`src/rtl/instr_fetch_unit_if.sv`:
```
// Bundle of the fetch unit's memory, decoder and redirect signals.
// The master modport is the fetch unit; slave is its environment.
interface instr_fetch_unit_if;
    logic        imem_req;
    logic [31:0] imem_addr;
    logic        imem_ready;
    logic [31:0] imem_rdata;
    logic        imem_rvalid;
    logic [31:0] instruction;
    logic [31:0] instr_pc;
    logic        instr_valid;
    logic        dec_ready;
    logic        redirect_valid;
    logic [1:0]  PC_MUX_Select;
    logic [31:0] redirect_base_pc;
    logic [15:0] redirect_imm16;
    logic [25:0] redirect_jtarget;
    logic [31:0] redirect_reg;

    modport master (
        output imem_req, imem_addr, instruction, instr_pc, instr_valid,
        input  imem_ready, imem_rdata, imem_rvalid, dec_ready,
        input  redirect_valid, PC_MUX_Select, redirect_base_pc,
        input  redirect_imm16, redirect_jtarget, redirect_reg
    );

    modport slave (
        input  imem_req, imem_addr, instruction, instr_pc, instr_valid,
        output imem_ready, imem_rdata, imem_rvalid, dec_ready,
        output redirect_valid, PC_MUX_Select, redirect_base_pc,
        output redirect_imm16, redirect_jtarget, redirect_reg
    );
endinterface

```
`src/rtl/instr_fetch_unit.sv`:
```
// Fetch stage: holds the PC, issues single-outstanding instruction reads and
// buffers each response for the decoder; execute redirects override everything.
module instr_fetch_unit #(
    parameter logic [31:0] RESET_PC  = 32'h0000_0000,
    parameter logic [31:0] NOP_INSTR = 32'h0000_0000
) (
    input logic              clk,
    input logic              rst_n,
    instr_fetch_unit_if.master bus
);

    localparam logic [1:0] S_REQ  = 2'd0;
    localparam logic [1:0] S_WAIT = 2'd1;
    localparam logic [1:0] S_DROP = 2'd2;

    logic [1:0]  state_q, state_d;
    logic [31:0] pc_q, pc_d;
    logic [31:0] instruction_q, instruction_d;
    logic [31:0] instr_pc_q, instr_pc_d;
    logic        instr_valid_q, instr_valid_d;

    logic        free;
    logic        imem_req;
    logic        transfer;
    logic        load;
    logic [31:0] p4;
    logic [31:0] target;

    assign free     = !instr_valid_q | bus.dec_ready;
    assign transfer = instr_valid_q & bus.dec_ready;
    assign load     = (state_q == S_WAIT) & bus.imem_rvalid;
    // rst_n gates the request so nothing is issued while reset is held.
    assign imem_req = rst_n & (state_q == S_REQ) & free & !bus.redirect_valid;

    assign bus.imem_req    = imem_req;
    assign bus.imem_addr   = pc_q;
    assign bus.instruction = instruction_q;
    assign bus.instr_pc    = instr_pc_q;
    assign bus.instr_valid = instr_valid_q;

    always_comb begin
        p4 = bus.redirect_base_pc + 32'd4;
        case (bus.PC_MUX_Select)
            2'b01:   target = p4 + {{14{bus.redirect_imm16[15]}}, bus.redirect_imm16, 2'b00};
            2'b10:   target = {p4[31:28], bus.redirect_jtarget, 2'b00};
            2'b11:   target = bus.redirect_reg & 32'hFFFF_FFFC;
            default: target = p4;
        endcase
    end

    always_comb begin
        state_d       = state_q;
        pc_d          = pc_q;
        instruction_d = instruction_q;
        instr_pc_d    = instr_pc_q;
        instr_valid_d = instr_valid_q;

        if (bus.redirect_valid) begin
            pc_d          = target;
            instr_valid_d = 1'b0;
            instruction_d = NOP_INSTR;
            if ((state_q == S_WAIT || state_q == S_DROP) && !bus.imem_rvalid)
                state_d = S_DROP;
            else
                state_d = S_REQ;
        end else begin
            if (transfer && !load) begin
                instr_valid_d = 1'b0;
                instruction_d = NOP_INSTR;
            end
            case (state_q)
                S_REQ: begin
                    if (imem_req && bus.imem_ready)
                        state_d = S_WAIT;
                end
                S_WAIT: begin
                    if (bus.imem_rvalid) begin
                        instruction_d = bus.imem_rdata;
                        instr_pc_d    = pc_q;
                        instr_valid_d = 1'b1;
                        pc_d          = pc_q + 32'd4;
                        state_d       = S_REQ;
                    end
                end
                S_DROP: begin
                    if (bus.imem_rvalid)
                        state_d = S_REQ;
                end
                default: state_d = S_REQ;
            endcase
        end
    end

    always_ff @(posedge clk or negedge rst_n) begin
        if (!rst_n) begin
            state_q       <= S_REQ;
            pc_q          <= RESET_PC;
            instruction_q <= NOP_INSTR;
            instr_pc_q    <= '0;
            instr_valid_q <= 1'b0;
        end else begin
            state_q       <= state_d;
            pc_q          <= pc_d;
            instruction_q <= instruction_d;
            instr_pc_q    <= instr_pc_d;
            instr_valid_q <= instr_valid_d;
        end
    end

endmodule

```
`src/flat_wrapper.sv`:
```
// flat-port wrapper written by rule: the top's interface ports become plain ports
module instr_fetch_unit_flat 
#(
    parameter logic [31:0] RESET_PC  = 32'h0000_0000,
    parameter logic [31:0] NOP_INSTR = 32'h0000_0000
)
  (clk, rst_n, bus_imem_req, bus_imem_addr, bus_instruction, bus_instr_pc, bus_instr_valid, bus_imem_ready, bus_imem_rdata, bus_imem_rvalid, bus_dec_ready, bus_redirect_valid, bus_PC_MUX_Select, bus_redirect_base_pc, bus_redirect_imm16, bus_redirect_jtarget, bus_redirect_reg);
  instr_fetch_unit_if bus_i ();
  input logic clk;
  input logic rst_n;
  output wire logic [$bits(bus_i.imem_req)-1:0] bus_imem_req;
  output wire logic [$bits(bus_i.imem_addr)-1:0] bus_imem_addr;
  output wire logic [$bits(bus_i.instruction)-1:0] bus_instruction;
  output wire logic [$bits(bus_i.instr_pc)-1:0] bus_instr_pc;
  output wire logic [$bits(bus_i.instr_valid)-1:0] bus_instr_valid;
  input wire logic [$bits(bus_i.imem_ready)-1:0] bus_imem_ready;
  input wire logic [$bits(bus_i.imem_rdata)-1:0] bus_imem_rdata;
  input wire logic [$bits(bus_i.imem_rvalid)-1:0] bus_imem_rvalid;
  input wire logic [$bits(bus_i.dec_ready)-1:0] bus_dec_ready;
  input wire logic [$bits(bus_i.redirect_valid)-1:0] bus_redirect_valid;
  input wire logic [$bits(bus_i.PC_MUX_Select)-1:0] bus_PC_MUX_Select;
  input wire logic [$bits(bus_i.redirect_base_pc)-1:0] bus_redirect_base_pc;
  input wire logic [$bits(bus_i.redirect_imm16)-1:0] bus_redirect_imm16;
  input wire logic [$bits(bus_i.redirect_jtarget)-1:0] bus_redirect_jtarget;
  input wire logic [$bits(bus_i.redirect_reg)-1:0] bus_redirect_reg;
  assign bus_imem_req = bus_i.imem_req;
  assign bus_imem_addr = bus_i.imem_addr;
  assign bus_instruction = bus_i.instruction;
  assign bus_instr_pc = bus_i.instr_pc;
  assign bus_instr_valid = bus_i.instr_valid;
  assign bus_i.imem_ready = bus_imem_ready;
  assign bus_i.imem_rdata = bus_imem_rdata;
  assign bus_i.imem_rvalid = bus_imem_rvalid;
  assign bus_i.dec_ready = bus_dec_ready;
  assign bus_i.redirect_valid = bus_redirect_valid;
  assign bus_i.PC_MUX_Select = bus_PC_MUX_Select;
  assign bus_i.redirect_base_pc = bus_redirect_base_pc;
  assign bus_i.redirect_imm16 = bus_redirect_imm16;
  assign bus_i.redirect_jtarget = bus_redirect_jtarget;
  assign bus_i.redirect_reg = bus_redirect_reg;
  instr_fetch_unit #(.RESET_PC(RESET_PC), .NOP_INSTR(NOP_INSTR)) u_core (.clk(clk), .rst_n(rst_n), .bus(bus_i));
endmodule
```
`config.mk`:
```
export PLATFORM = sky130hd
export DESIGN_NAME = instr_fetch_unit_flat
export DESIGN_NICKNAME = d
export VERILOG_FILES = /design/src/rtl/instr_fetch_unit_if.sv /design/src/rtl/instr_fetch_unit.sv /design/src/flat_wrapper.sv
export SDC_FILE = /design/constraint.sdc
export NUM_CORES = 1
export LEC_CHECK = 0
export BUFFER_PORTS_ARGS = -buffer_cell sky130_fd_sc_hd__buf_2
export CAP_MARGIN = 20
export CORE_MARGIN = 3
export CORE_UTILIZATION = 45
export CTS_CLUSTER_SIZE = 14
export DETAILED_ROUTE_END_ITERATION = 6
export PLACE_DENSITY_LB_ADDON = 0.25
export SYNTH_ARGS = -nofsm -noshare
export SYNTH_HDL_FRONTEND = slang
export SYNTH_SLANG_ARGS = --single-unit
```
`constraint.sdc`:
```
create_clock -name clk -period 4.7 [get_ports clk]
set_input_delay 0.47 -clock clk [delete_from_list [all_inputs] [get_ports clk]]
set_output_delay 0.47 -clock clk [all_outputs]
set_load 0.01 [all_outputs]
```
* Word-level counts from Yosys, hierarchy flattened
Cells that the tools add are included.
Cells by class: add/subtract/negate cells 3, multiply operators 0, divide/modulo/power cells 0, $lt $le $gt $ge 0, eq/ne operators 7, shift operators 0, mux-type cells 17, bitwise operators 7, reductions and logical operators 15
Operator list (number):
- $mux W32 | 7
- $pmux W32 S3 | 1
- $add A32 B3 Y32 const B | 2
- $add A32 B32 Y32 | 1
- $mux W2 | 4
- $eq A2 B2 Y1 const B | 3
- $and A1 B1 Y1 | 5
- $eq A2 B1 Y1 const B | 2
- $logic_not A1 Y1 | 4
- $mux W1 | 4
- $pmux W2 S2 | 1
- $reduce_and A2 Y1 | 2
- $reduce_bool A2 Y1 | 2
- $logic_and A1 B1 Y1 | 3
- $ne A3 B1 Y1 const B | 1
- $ne A3 B3 Y1 const B | 1
- $reduce_and A3 Y1 | 1
- $logic_not A2 Y1 | 1
- $reduce_or A2 Y1 | 1
- $logic_or A1 B1 Y1 | 1
- $not A1 Y1 | 1
- $or A1 B1 Y1 | 1
Storage, ports and cells: register bits after elaboration 99, latch bits 0, memory bits (writable) 0, memory bits (read-only) 0, input port bits 146, output and inout bits 98, word-level logic and storage cells 54, memories kept 0

* Logic depth before layout (Yosys ltp)
depth after elaboration 8, gate-level depth with buffers 15, depth with buffers taken out 15

* Worst setup path after synthesis
No wires, ideal clock.
path kind input-to-reg, start point in bus_redirect_base_pc[9], end point reg u_core.pc_q[30], in the netlist u_core.bus.imem_addr[30], setup time 126 ps, arrival 3223 ps, data required time 4574 ps, path slack 1351 ps, stages 15, buffers on the path 1, path through and4_1 nand3_1 nor2_1 and2_1 xor2_1 ha_1 clkbuf_1 and4_1 and3_1 or2_2 a21oi_1 a21oi_1 a21oi_1 xnor2_1 a221o_1
Between the ends: longest elaborated chain between the ends 4
Ends and longest elaborated chain:
- start, declared | line flat_wrapper.sv:22 | input wire logic [$bits(bus_i.redirect_base_pc)-1:0] bus_redirect_base_pc;
- $add A32 B3 Y32 * | line instr_fetch_unit.sv:42 | p4 = bus.redirect_base_pc + 32'd4;
- $add A32 B32 Y32 | line instr_fetch_unit.sv:44 | 2'b01: target = p4 + {{14{bus.redirect_imm16[15]}}, bus.redirect_imm16, 2'b00};
- $pmux W32 S3 * | line instr_fetch_unit.sv:43 | case (bus.PC_MUX_Select)
- $mux W32 * | line instr_fetch_unit.sv:58 | if (bus.redirect_valid) begin
- end signal, assigned | line instr_fetch_unit.sv:103 | pc_q <= pc_d;
- end, declared | line instr_fetch_unit.sv:17 | logic [31:0] pc_q, pc_d;
Mark *: on every way between the ends. The rest lies on a longest branch, timed or not. A chain may end at the register's enable or synchronous reset.

* Final worst setup path
start point in bus_redirect_base_pc[4], end point reg u_core.pc_q[29], in the netlist u_core.bus.imem_addr[29]
The elaborated chain is that of the path after synthesis.

==> flow_metrics.env <==
export IMPL_status="completed"
export IMPL_yosys_cell_types_count=69
export IMPL_yosys_area_share_simple=0.1589
export IMPL_cts_clk_slew_worst_paths_ns=0.06
export IMPL_insertion_delay_ns=0.34
export IMPL_synth_area_leaders="dfrtp_1 35%, ha_1 6.7%, mux2_2 6.4%"
export IMPL_grt_overflow=0
export IMPL_fin_skew_ns=0.006499
export IMPL_cts_resized=0
export IMPL_htree_levels=3
export IMPL_slowest_delay_ns=0.36
export IMPL_finalHoldViolCount=0
export IMPL_synth_fa_ha_area_frac=0.07006
export IMPL_r2r_setup_slack_ns=1.95
export IMPL_slew_headroom=0.4432
export IMPL_route_vias_total=6469
export IMPL_dpl_hpwl_mm=16.12
export IMPL_syn_inst=716
export IMPL_finalSetupTns_ns=0
export IMPL_cp_end_kind="flip-flop"
export IMPL_synth_xor_area_share=0.09536
export IMPL_via_per_inst=5.577
export IMPL_synth_ff_type="dfrtp_1"
export IMPL_grt_pass1_wl_mm=32.84
export IMPL_grt_max_degree=53
export IMPL_die_h_um=131.4
export IMPL_cts_root_buf="clkbuf_16"
export IMPL_synth_top_area_frac=0.3503
export IMPL_synth_compound_area_frac=0.1734
export IMPL_cts_tree="done"
export IMPL_worstSetupPathType="input port to flip-flop"
export IMPL_die_x_um=131.4
export IMPL_initial_utilization=0.4618
export IMPL_p_leak_nw=4.280
export IMPL_grt_pass1_vias=6274
export IMPL_synth_seq_area_share=0.3503
export IMPL_rsz0062_at_grt="false"
export IMPL_powerDensity_mw_per_mm2=310.4
export IMPL_numCtsBuffers=9
export IMPL_ir_worst_vdd_uv=147.4
export IMPL_crit_chain="buf_2, and4_1, and2_1, nand2_1, nor2_1, and3_1, xor2_1, ha_1, a21oi_1, o21ai_0, a21oi_1, nand2b_1, a31oi_1, o211ai_1, mux2_2, and3_1"
export IMPL_synth_fp_nets=901
export IMPL_utilization=0.5766
export IMPL_grt_use_total=0.2322
export IMPL_max_cap_violations=0
export IMPL_fin_crit_sh=0.7909
export IMPL_cp_max_fo=6
export IMPL_dr_pass1_iters=4
export IMPL_gp_congestion=0.8606
export IMPL_cts_sinks=99
export IMPL_antenna_found_initial=2
export IMPL_cp_required_ns=4.93
export IMPL_ys_warnings_count=0
export IMPL_tightest_slew_ns=0.8321
export IMPL_final_common_cell="buf_2"
export IMPL_cts_setup_buffers=0
export IMPL_crit_path_top_delay_cell="mux2_2"
export IMPL_max_freq_mhz=269.0
export IMPL_drt_antenna_violating_nets=0
export IMPL_syn_to_final_growth_pct=24.86
export IMPL_muxShareOfSynthArea=0.1263
export IMPL_drc=0
export IMPL_hold_path_class="input port to async pin"
export IMPL_synth_area_leader_cell="dfrtp_1"
export IMPL_dr_first_iter_drc_count=336
export IMPL_core_rowCount=45
export IMPL_netlist_area_mm2=0.007072
export IMPL_clock_path_buffers=2
export IMPL_ioPinCount=244
export IMPL_period_needed_ns=3.717
export IMPL_start_kind="input port"
export IMPL_core_mm2=0.01531
export IMPL_slew_violations=0
export IMPL_final_nets=1127
export IMPL_synth_edff_count=0
export IMPL_synth_top_family_by_area="compound AO/OA/AOI/OAI gates"
export IMPL_die_area_mm2=0.01726
export IMPL_drive_gt1_frac=0.3569
export IMPL_arrival_ns=3.95
export IMPL_routed_wl_mm=20.45
export IMPL_avgSynthCellArea_um2=9.877
export IMPL_wire_per_inst_um=17.63
export IMPL_io_buffers=241
export IMPL_synth_async_sr_flop_share=1.000
export IMPL_final_cell_mix="240 x buf_2, 99 x dfrtp_1, 59 x nand2_1"
export IMPL_finalSetupViolCount=0
export IMPL_hold_buffers=0
export IMPL_yosys_register_bits=99
==> metrics by stage <==
stage	cell area, um^2	hold WS (ns)	cells	setup slack, ns	power (mW)
after global routing	8830	0.1692	1160	0.7402	2.897
after floorplan	7072	0.1744	716	1.351	1.604
after CTS	8810	0.1557	1157	1.047	2.759
after global placement	8482	0.4785	1141	0.7165	1.950
after detailed placement	8482	0.4768	1141	0.7062	1.966
final	8830	0.1454	1160	0.9828	2.741
==> synth_stat cells (all sizes together) (3+ instances only) <==
| master | n |
|---|---|
| nor2 | 36 |
| nand3 | 41 |
| a21o | 8 |
| o21ai | 32 |
| and3 | 17 |
| or2 | 3 |
| nor3 | 12 |
| nor2b | 4 |
| mux4 | 17 |
| nand2 | 59 |
| xor2 | 33 |
| clkbuf | 30 |
| o21a | 5 |
| and4 | 10 |
| inv | 17 |
| o211ai | 5 |
| xnor2 | 44 |
| ha | 38 |
| nand4 | 16 |
| mux2i | 6 |
| a21oi | 39 |
| a31oi | 6 |
| mux2 | 40 |
| a211oi | 4 |
| o22ai | 3 |
| o31ai | 4 |
| nand2b | 6 |
| and2 | 5 |
| dfrtp | 99 |
| a22o | 34 |
| o21bai | 3 |
==> sequential cells by signal (all words and copies together) (netlist names) <==
register / flops
u_core.bus.imem_addr: 32
u_core.bus.instr_pc: 32
u_core.bus.instr_valid: 1
u_core.bus.instruction: 32
u_core.state_q: 2
==> power by group <==
group	total [mW]	leakage, nW	internal [mW]	switching (mW)
Combinational	0.857	2.83	0.405	0.452
Sequential	1.10	1.30	0.985	0.112
Clock	0.787	0.155	0.480	0.307
==> cells by family after synthesis <==
kind of cell	after synthesis
AO/OA/AOI/OAI	170
XOR/XNOR	77
adder cells (fa/ha/maj)	39
buffers and inverters	48
flip-flops	99
multiplexers	63
AND/OR/NAND/NOR	220
==> worst max-delay path: cells and delay by family <==
kind	cells	cell delay (ns)
AOI/OAI and AO/OA	5	0.94
adders and majority gates	1	0.34
buffers and inverters	1	0.13
xor gates and xnor gates	1	0.25
and+or+nand+nor	7	1.46
muxes	1	0.36
==> path summary, 6_finish.rpt <==
kind / depth (start not counted) / startpoint / endpoint
setup / recovery: 16 / bus_redirect_base_pc[4] / u_core.bus.imem_addr[29]
hold / removal: 1 / rst_n / u_core.bus.instr_pc[6]
setup reg to reg: 9 / u_core.state_q[1] / u_core.bus.imem_addr[27]
hold reg to reg: 1 / u_core.bus.instruction[0] / u_core.bus.instruction[0]
max in group asynchronous: 2 / rst_n / u_core.bus.instr_pc[26]
min in group clk: 2 / bus_imem_rdata[13] / u_core.bus.instruction[13]
==> per-layer routing <==
metal / vias to the layer above / global-route usage / part of all wire
met5: - / 0 / 0
met4: 0 / 0.06943 / 0.019
met3: 23 / 0.03484 / 0.060
met2: 234 / 0.3782 / 0.47
met1: 3079 / 0.3229 / 0.45
li1: 3133 / - / -
==> area by class of cell <==
type,count,area (um^2)
antenna,2,5.005
clock buffer,10,239.0
clock inverter,6,88.84
fill,1423,6485
inverter,17,63.81
multi-input combinational,569,4438
sequential,99,2477
tap,211,264.0
timing repair buffer,246,1254
(Power assumes the default switching activity.)
